File: config.mk
export PLATFORM = sky130hd
export DESIGN_NAME = nrzi_dec
export DESIGN_NICKNAME = d
export VERILOG_FILES = /design/src/rtl/usb_pkg.sv /design/src/rtl/nrzi_line_dec.sv /design/src/rtl/nrzi_dec.sv
export SDC_FILE = /design/constraint.sdc
export NUM_CORES = 1
export LEC_CHECK = 0
export BUFFER_PORTS_ARGS = -buffer_cell sky130_fd_sc_hd__buf_2
export CORE_MARGIN = 8
export CORE_UTILIZATION = 55
export CTS_CLUSTER_SIZE = 25
export DETAILED_ROUTE_END_ITERATION = 8
export PLACE_DENSITY = 0.77
export SLEW_MARGIN = 10
export SYNTH_ARGS = -nofsm -noshare
export SYNTH_HDL_FRONTEND = slang
export SYNTH_SLANG_ARGS = --single-unit
export TNS_END_PERCENT = 50
File: constraint.sdc
create_clock -name clk -period 2.4 [get_ports clk]
set_clock_uncertainty 0.15 [all_clocks]
set_input_delay 0.36 -clock clk [delete_from_list [all_inputs] [get_ports clk]]
set_output_delay 0.36 -clock clk [all_outputs]
set_load 0.005 [all_outputs]
File: src/rtl/usb_pkg.sv
// rtl/usb_pkg.sv - line-state and decoder-state types plus SYNC/bit-stuff constants
package usb_pkg;

  typedef enum logic [1:0] {
    LS_J   = 2'd0,
    LS_K   = 2'd1,
    LS_SE0 = 2'd2,
    LS_SE1 = 2'd3
  } line_state_t;

  typedef enum logic [2:0] {
    ST_IDLE     = 3'd0,
    ST_SYNC     = 3'd1,
    ST_DATA     = 3'd2,
    ST_EOP      = 3'd3,
    ST_ERR_WAIT = 3'd4
  } dec_state_t;

  localparam logic [3:0] SYNC_ZEROS = 4'd7;
  localparam logic [2:0] MAX_ONES   = 3'd6;

  function automatic line_state_t classify(input logic dp, input logic dm);
    case ({dp, dm})
      2'b10:   return LS_J;
      2'b01:   return LS_K;
      2'b00:   return LS_SE0;
      default: return LS_SE1;
    endcase
  endfunction

endpackage

File: src/rtl/nrzi_line_dec.sv
// rtl/nrzi_line_dec.sv - line classification and NRZI decode against the last J/K symbol
module nrzi_line_dec
  import usb_pkg::*;
(
  input  logic        clk,
  input  logic        rst_b,
  input  logic        dp,
  input  logic        dm,
  output line_state_t line,
  output logic        dec_bit
);

  line_state_t prev_sym;

  always_comb line = classify(dp, dm);

  // Only meaningful for J/K; SE0/SE1 never disturb the reference symbol.
  always_comb dec_bit = (line == prev_sym);

  always_ff @(posedge clk or negedge rst_b) begin
    if (!rst_b) begin
      prev_sym <= LS_J;
    end else if (line == LS_J || line == LS_K) begin
      prev_sym <= line;
    end
  end

endmodule

File: src/rtl/nrzi_dec.sv
// rtl/nrzi_dec.sv - USB-style receive decoder: SYNC detect, unstuff, EOP/error framing
// Bit unstuffing and stuff-violation detection only exist with NRZI_DEC_UNSTUFF_EN defined.
module nrzi_dec
  import usb_pkg::*;
(
  input  logic       clk,
  input  logic       rst_b,
  input  logic       dp,
  input  logic       dm,
  output logic       bstr_out,
  output logic       bstr_out_valid,
  output logic       pkt_start,
  output logic       pkt_end,
  output logic       rx_err,
  output logic       rx_active,
  output logic [5:0] stuffed_out
);

  line_state_t line;
  logic        dec_bit;
  logic        is_jk;

  dec_state_t  state, state_nxt;
  logic [3:0]  zero_cnt, zero_nxt;
  logic [1:0]  se0_cnt, se0_nxt;
  logic        deliver, start_evt, end_evt, err_evt;

`ifdef NRZI_DEC_UNSTUFF_EN
  logic [2:0]  ones_cnt, ones_nxt;
  logic        drop;
  logic [5:0]  stuffed_q;
`endif

  nrzi_line_dec u_line_dec (
    .clk     (clk),
    .rst_b   (rst_b),
    .dp      (dp),
    .dm      (dm),
    .line    (line),
    .dec_bit (dec_bit)
  );

  assign is_jk = (line == LS_J) || (line == LS_K);

  always_comb begin
    state_nxt = state;
    zero_nxt  = zero_cnt;
    se0_nxt   = se0_cnt;
    deliver   = 1'b0;
    start_evt = 1'b0;
    end_evt   = 1'b0;
    err_evt   = 1'b0;
`ifdef NRZI_DEC_UNSTUFF_EN
    ones_nxt  = ones_cnt;
    drop      = 1'b0;
`endif
    case (state)
      ST_IDLE: begin
        if (line == LS_K) begin
          state_nxt = ST_SYNC;
          zero_nxt  = 4'd1;
        end
      end
      ST_SYNC: begin
        if (!is_jk) begin
          state_nxt = ST_IDLE;
        end else if (!dec_bit) begin
          if (zero_cnt != 4'hF) zero_nxt = zero_cnt + 4'd1;
        end else if (zero_cnt == SYNC_ZEROS) begin
          state_nxt = ST_DATA;
          start_evt = 1'b1;
`ifdef NRZI_DEC_UNSTUFF_EN
          // The SYNC's closing 1 starts the run of ones.
          ones_nxt  = 3'd1;
`endif
        end else begin
          state_nxt = ST_IDLE;
        end
      end
      ST_DATA: begin
        if (line == LS_SE0) begin
          state_nxt = ST_EOP;
          se0_nxt   = 2'd1;
        end else if (line == LS_SE1) begin
          state_nxt = ST_ERR_WAIT;
          err_evt   = 1'b1;
          se0_nxt   = 2'd0;
        end else begin
`ifdef NRZI_DEC_UNSTUFF_EN
          if (ones_cnt == MAX_ONES) begin
            if (!dec_bit) begin
              drop     = 1'b1;
              ones_nxt = 3'd0;
            end else begin
              state_nxt = ST_ERR_WAIT;
              err_evt   = 1'b1;
              se0_nxt   = 2'd0;
            end
          end else begin
            deliver  = 1'b1;
            ones_nxt = dec_bit ? ones_cnt + 3'd1 : 3'd0;
          end
`else
          deliver = 1'b1;
`endif
        end
      end
      ST_EOP: begin
        if (line == LS_SE0) begin
          if (se0_cnt != 2'd3) se0_nxt = se0_cnt + 2'd1;
        end else begin
          state_nxt = ST_IDLE;
          end_evt   = 1'b1;
          // A lone SE0 before J is as malformed as K or SE1 here.
          err_evt   = (line != LS_J) || (se0_cnt < 2'd2);
        end
      end
      ST_ERR_WAIT: begin
        if (line == LS_SE0) begin
          if (se0_cnt != 2'd3) se0_nxt = se0_cnt + 2'd1;
        end else if (line == LS_J && se0_cnt != 2'd0) begin
          state_nxt = ST_IDLE;
          end_evt   = 1'b1;
        end else begin
          se0_nxt = 2'd0;
        end
      end
      default: state_nxt = ST_IDLE;
    endcase
  end

  always_ff @(posedge clk or negedge rst_b) begin
    if (!rst_b) begin
      state          <= ST_IDLE;
      zero_cnt       <= 4'd0;
      se0_cnt        <= 2'd0;
      bstr_out       <= 1'b0;
      bstr_out_valid <= 1'b0;
      pkt_start      <= 1'b0;
      pkt_end        <= 1'b0;
      rx_err         <= 1'b0;
      rx_active      <= 1'b0;
    end else begin
      state          <= state_nxt;
      zero_cnt       <= zero_nxt;
      se0_cnt        <= se0_nxt;
      bstr_out_valid <= deliver;
      pkt_start      <= start_evt;
      pkt_end        <= end_evt;
      rx_err         <= err_evt;
      if (deliver) bstr_out <= dec_bit;
      // Stays high through the pkt_end cycle, drops on the next edge.
      if (start_evt) begin
        rx_active <= 1'b1;
      end else if (pkt_end) begin
        rx_active <= 1'b0;
      end
    end
  end

`ifdef NRZI_DEC_UNSTUFF_EN
  always_ff @(posedge clk or negedge rst_b) begin
    if (!rst_b) begin
      ones_cnt  <= 3'd0;
      stuffed_q <= 6'd0;
    end else begin
      ones_cnt <= ones_nxt;
      if (start_evt) begin
        stuffed_q <= 6'd0;
      end else if (drop && stuffed_q != 6'h3F) begin
        stuffed_q <= stuffed_q + 6'd1;
      end
    end
  end

  assign stuffed_out = stuffed_q;
`else
  assign stuffed_out = 6'd0;
`endif

endmodule

### Word-level counts from Yosys, hierarchy flattened

Cells that the tools add are included.

* output and inout port bits: 12
* input port bits: 4
* word-level logic and storage cells: 91
* register bits after elaboration: 17

* $lt $le $gt $ge: 1
* add/sub/neg operators: 2
* equal/unequal tests: 24
* reductions and logical operators: 14
* mux-type cells: 40

Operator list (number)
* $mux W3: 8
* $ne A2 B2 Y1 const B: 9
* $mux W4: 4
* $mux W1: 15
* $pmux W3 S5: 1
* $mux W2: 7
* $pmux W2 S3: 2
* $ne A3 B3 Y1 const B: 3
* $pmux W4 S2: 1
* $reduce_bool A2 Y1: 4
* $eq A2 B2 Y1 const B: 3
* $eq A3 B2 Y1 const B: 2
* $reduce_and A6 Y1: 1
* $reduce_and A5 Y1: 1
* $add A4 B1 Y4 const B: 1
* $eq A2 B1 Y1 const B: 2
* $eq A4 B3 Y1 const B: 1
* $logic_not A2 Y1: 2
* $ne A4 B4 Y1 const B: 1
* $pmux W1 S2: 2
* $reduce_and A4 Y1: 1
* $eq A3 B1 Y1 const B: 1
* $eq A3 B3 Y1 const B: 1
* $logic_not A3 Y1: 1
* other kinds (6): 7

### Longest topological paths before layout

* depth in word-level cells: 7
* gate-level depth with buffers: 7
* depth with buffers taken out: 6

### Cells and area by module

Synthesis repeated with hierarchy kept, for this count alone.

* cell total of the unflattened synthesis: 104
* area, all modules: 992.2 sq um

Modules (own cells, without submodules)
* nrzi_dec: cells an instance 92, area each 864.6 sq um, sequential area each 375.4 sq um, instances 1
* nrzi_line_dec: cells an instance 12, area each 127.6 sq um, sequential area each 50.0 sq um, instances 1

### Worst setup path after synthesis

Ideal clock, no wire load.

* path kind: input to register
* from: input port dp
* to: register state[1]
* slack: 0.420 ns
* required time: 2.129 ns
* stages on the path: 7
* buffers on the path: 1
* arrival: 1.709 ns
* library setup time: 0.121 ns
* path through: inv_1 > ha_1 > clkbuf_1 > nand2_1 > a311oi_1 > a211oi_1 > a22o_1

* word-level cells in the longest chain between the ends: 6
* elaborated cells between the ends (all ways): 21
* those cells by class: eq/ne (12); mux (4); reduce/logical (5)

RTL lines
* from (decl): RTL line nrzi_dec.sv:8 `input logic dp,`
* $eq A2 B1 Y1, or another cell as far along: RTL line usb_pkg.sv:23 `case ({dp, dm})`
* $pmux W2 S3 (*): RTL line usb_pkg.sv:23
* $eq A2 B1 Y1 or $logic_not A2 Y1 (tied branches): RTL line nrzi_dec.sv:43, nrzi_dec.sv:59, nrzi_dec.sv:121
* $logic_or A1 B1 Y1 or $logic_and A1 B1 Y1 (tied branches): RTL line nrzi_dec.sv:43, nrzi_dec.sv:121
* $ne A3 B3 Y1 (no line), or another cell as far along
* $reduce_and A6 Y1 (no line) or $pmux W3 S5 (tied branches)
* to (signal assigned): RTL line nrzi_dec.sv:144 `state <= state_nxt;`
* to (decl): RTL line nrzi_dec.sv:23 `dec_state_t state, state_nxt;`

Mark *: on every way between the ends. The rest lies on a longest branch, timed or not.
A chain may end at the register's enable or synchronous reset.

### Final worst setup path

* from: register state[0]
* to: register zero_cnt[1]

* word-level cells in the longest chain between the ends: 3
* elaborated cells between the ends (all ways): 9
* those cells by class: eq/ne (5); mux (1); reduce/logical (3)

RTL lines
* $eq A3 B1 Y1 or $logic_not A3 Y1 (tied branches): RTL line nrzi_dec.sv:57 `case (state)`
* $ne A2 B2 Y1 (no line) or $reduce_bool A2 Y1 (tied branches)
* $reduce_and A5 Y1 (no line)
* to (signal assigned): RTL line nrzi_dec.sv:145 `zero_cnt <= zero_nxt;`
* to (decl): RTL line nrzi_dec.sv:24 `logic [3:0] zero_cnt, zero_nxt;`

Parallel ways exist; a longest one is shown, timed or not.

==> metrics.txt <==
Sw Ratio 38.0%; FILL cells 170; Skew-Pair Late Insertion Delay around 300 ps; Worst Reg-to-Reg Cells 4; CP required 2450 ps; outcome finished, final reports clean; Die Height 60.9 microns; Critical Setup Path Class reg2reg; Worst Path Arrival 2060 ps; setup tns final 0 ps; Unique masters post-synth between 40 and 50; RSZ-0062 raised after global routing no; first-pass GRT wire length approximately 3700 microns; cell-internal power ~540 uW; detailed-placement wirelength estimate 1610 microns; Routed Antenna Nets 0; pwr/cell area 718 mW/mm^2; CP endpoint kind register; post-route clock period utilization 83.6%; vias in the first global route 840; worst setup margin around 400 ps; aggregate global routing overflow 0; clock power share 18.8%; maximum clock frequency around 0.50 GHz; antenna cells 0; FF+latch area 425 sq um; Mapped Avg Cell Area 9.42 sq um; flop2flop setup slack ~400 ps; io pins 16; worst-path fanout max 16; most frequent cells in the layout 17 x dfrtp_1, 10 x a21oi_1, 9 x buf_2; Peak VDD IR between 0.3 and 0.4 mV; worst r2r dst zero_cnt[1]; core area 0.00194 sq mm; H-tree lvl count 1; Final Max Tran Viols 0; Num CTS Buffers 3; Fin. Hold Viols 0; antenna violations before repair 0; Syn. warnings 0; final setup fails 0; Syn Std Cell Area about 0.0011 sq mm; Startpoint Class register; PortBufs 9; Main synth FF type dfrtp_1; vias after detailed routing 935; via density per instance roughly 6.0; row count 16; Root Buffer clkbuf_4; commonest non-fill, non-tap cell in the layout dfrtp_1; largest net degree at the start of global routing 18; post-route cell area approximately 0.0012 sq mm; Max Cap Viol 0; Area Overhead vs Synth 8.22%; Sw Pwr 328 uW; Comb power frac 36.2%; DP Worst Slack a little over 200 ps; DR iter-0 viols 16; Final #Nets between 100 and 150; Longest Clk Path Bufs 2; CTS tree built; GPL Wtd Cong around 0.86; aggregate routed wire length between 2000 and 2500 microns; DRC 0; Flop pwr share 45.0%; PostCTS Resize Cnt 0; Post-DP Area 0.00117 sq mm; Min-Delay Path Class reg2reg; area taken by multi-input logic gates 617 sq um; Clock Sinks 17; Design Power 863 uW; Post-Synthesis Cells between 100 and 150; Initial Util 57.2%; Leak 0.000559 uW; 1st-pass router iterations 4; Final Critical Period 2010 ps; layout cells sized above 1 16.3%; Die ar. 0.00371 sq mm; Synth async-reset ratio 100%; Clk pin slew, worst setup/hold paths 100 ps; DR WL/cell 14.2 microns; Seq/Total Area, Yosys 38.3%; #FFs+latches synth 17; Die X 60.9 microns; FF-to-FF Start state[0]; GR Util All Layers 13.3%; Post-synth EDFFs 0; critical path launch point state[0]; crit path to zero_cnt[1]
-- cells by family after synthesis --
family / share of synthesized area [%]
AO/OA/AOI/OAI: 24.7
XOR/XNOR: 1.58
adder cells (fa/ha/maj): 7.88
buffers and inverters: 7.88
flip-flops: 38.3
multiplexers: 1.80
other: 0.338
AND/OR/NAND/NOR: 17.6
-- what timing repair did --
item	4_1_cts	5_1_grt
endpoints found under the hold margin	17	0
setup endpoints to repair	0	0
setup buffers	0	0
hold buffers	1	0
-- worst min-delay path by stage --
stage	start	slack, ps	to	cells after the start
floorplan	rst_b	-90	bstr_out	0
global placement	rst_b	150	rx_err	1
detailed placement	rst_b	150	rx_err	1
CTS	pkt_end	320	rx_active	1
global route	pkt_end	330	rx_active	1
finish	pkt_end	320	rx_active	1
-- cell type report --
class | count | share of cell area, %
clock buffer | 4 | 2.19
sequential | 17 | 35.4
multi-input combinational | 89 | 51.3
tap | 27 | 2.81
inverter | 6 | 1.87
timing repair buffer | 13 | 6.45
-- power groups by stage --
stage | Clock (uW) | Sequential [uW] | Combinational [uW]
finish | 162 | 389 | 313
global route | 176 | 396 | 347
CTS | 159 | 385 | 311
detailed placement | 0 | 390 | 307
global placement | 0 | 389 | 303
floorplan | 0 | 361 | 262
-- flip-flops by register name (all words and copies together), names as in the netlist, 2 cells and up --
| signal | flops |
|---|---|
| state | 3 |
| u_line_dec.prev_sym | 2 |
| se0_cnt | 2 |
| zero_cnt | 4 |
-- synthesized netlist by cell type (all sizes together) (2+ instances only) --
library cell | n | area share [%]
dfrtp | 17 | 38
a21oi | 10 | 4.5
buf | 7 | 4.5
ha | 7 | 7.9
inv | 6 | 2.0
nor2 | 5 | 1.7
o21ai | 5 | 2.3
clkbuf | 4 | 1.4
nand3 | 4 | 1.8
nor2b | 4 | 2.3
a22o | 3 | 2.4
nand2 | 3 | 1.0
nand2b | 3 | 1.7
a211oi | 2 | 1.4
a311oi | 2 | 1.6
a31oi | 2 | 1.1
mux2i | 2 | 1.8
nor3 | 2 | 0.90
o31ai | 2 | 1.4
or2 | 2 | 1.1
or3 | 2 | 1.1
-- per-stage QoR --
step,utilization [%],std cells,hold slack (ps)
2_1_floorplan,-,123,-85.6
3_3_place_gp,60.1,151,149
3_5_place_dp,60.1,151,152
4_1_cts,61.9,156,319
5_1_grt,61.9,156,333
6_report,61.9,156,320
-- layer usage --
metal / vias up / share of wire, % / GRT usage, % / wire length [microns]
li1: 445 / - / - / -
met1: 454 / 45 / 17.2 / 998
met2: 31 / 47 / 20.1 / 1030
met3: 5 / 6.7 / 3.18 / 149
met4: 0 / 1.7 / 6.31 / 38
met5: - / 0 / 0 / 0
-- worst max-delay path, stage by stage (launching register included) --
cell     delay, ps
dfrtp_1        640
or3b_1         470
a31oi_1        230
o22ai_1        170
a22o_1         250
No activity file was read; power rests on OpenSTA's default activity.
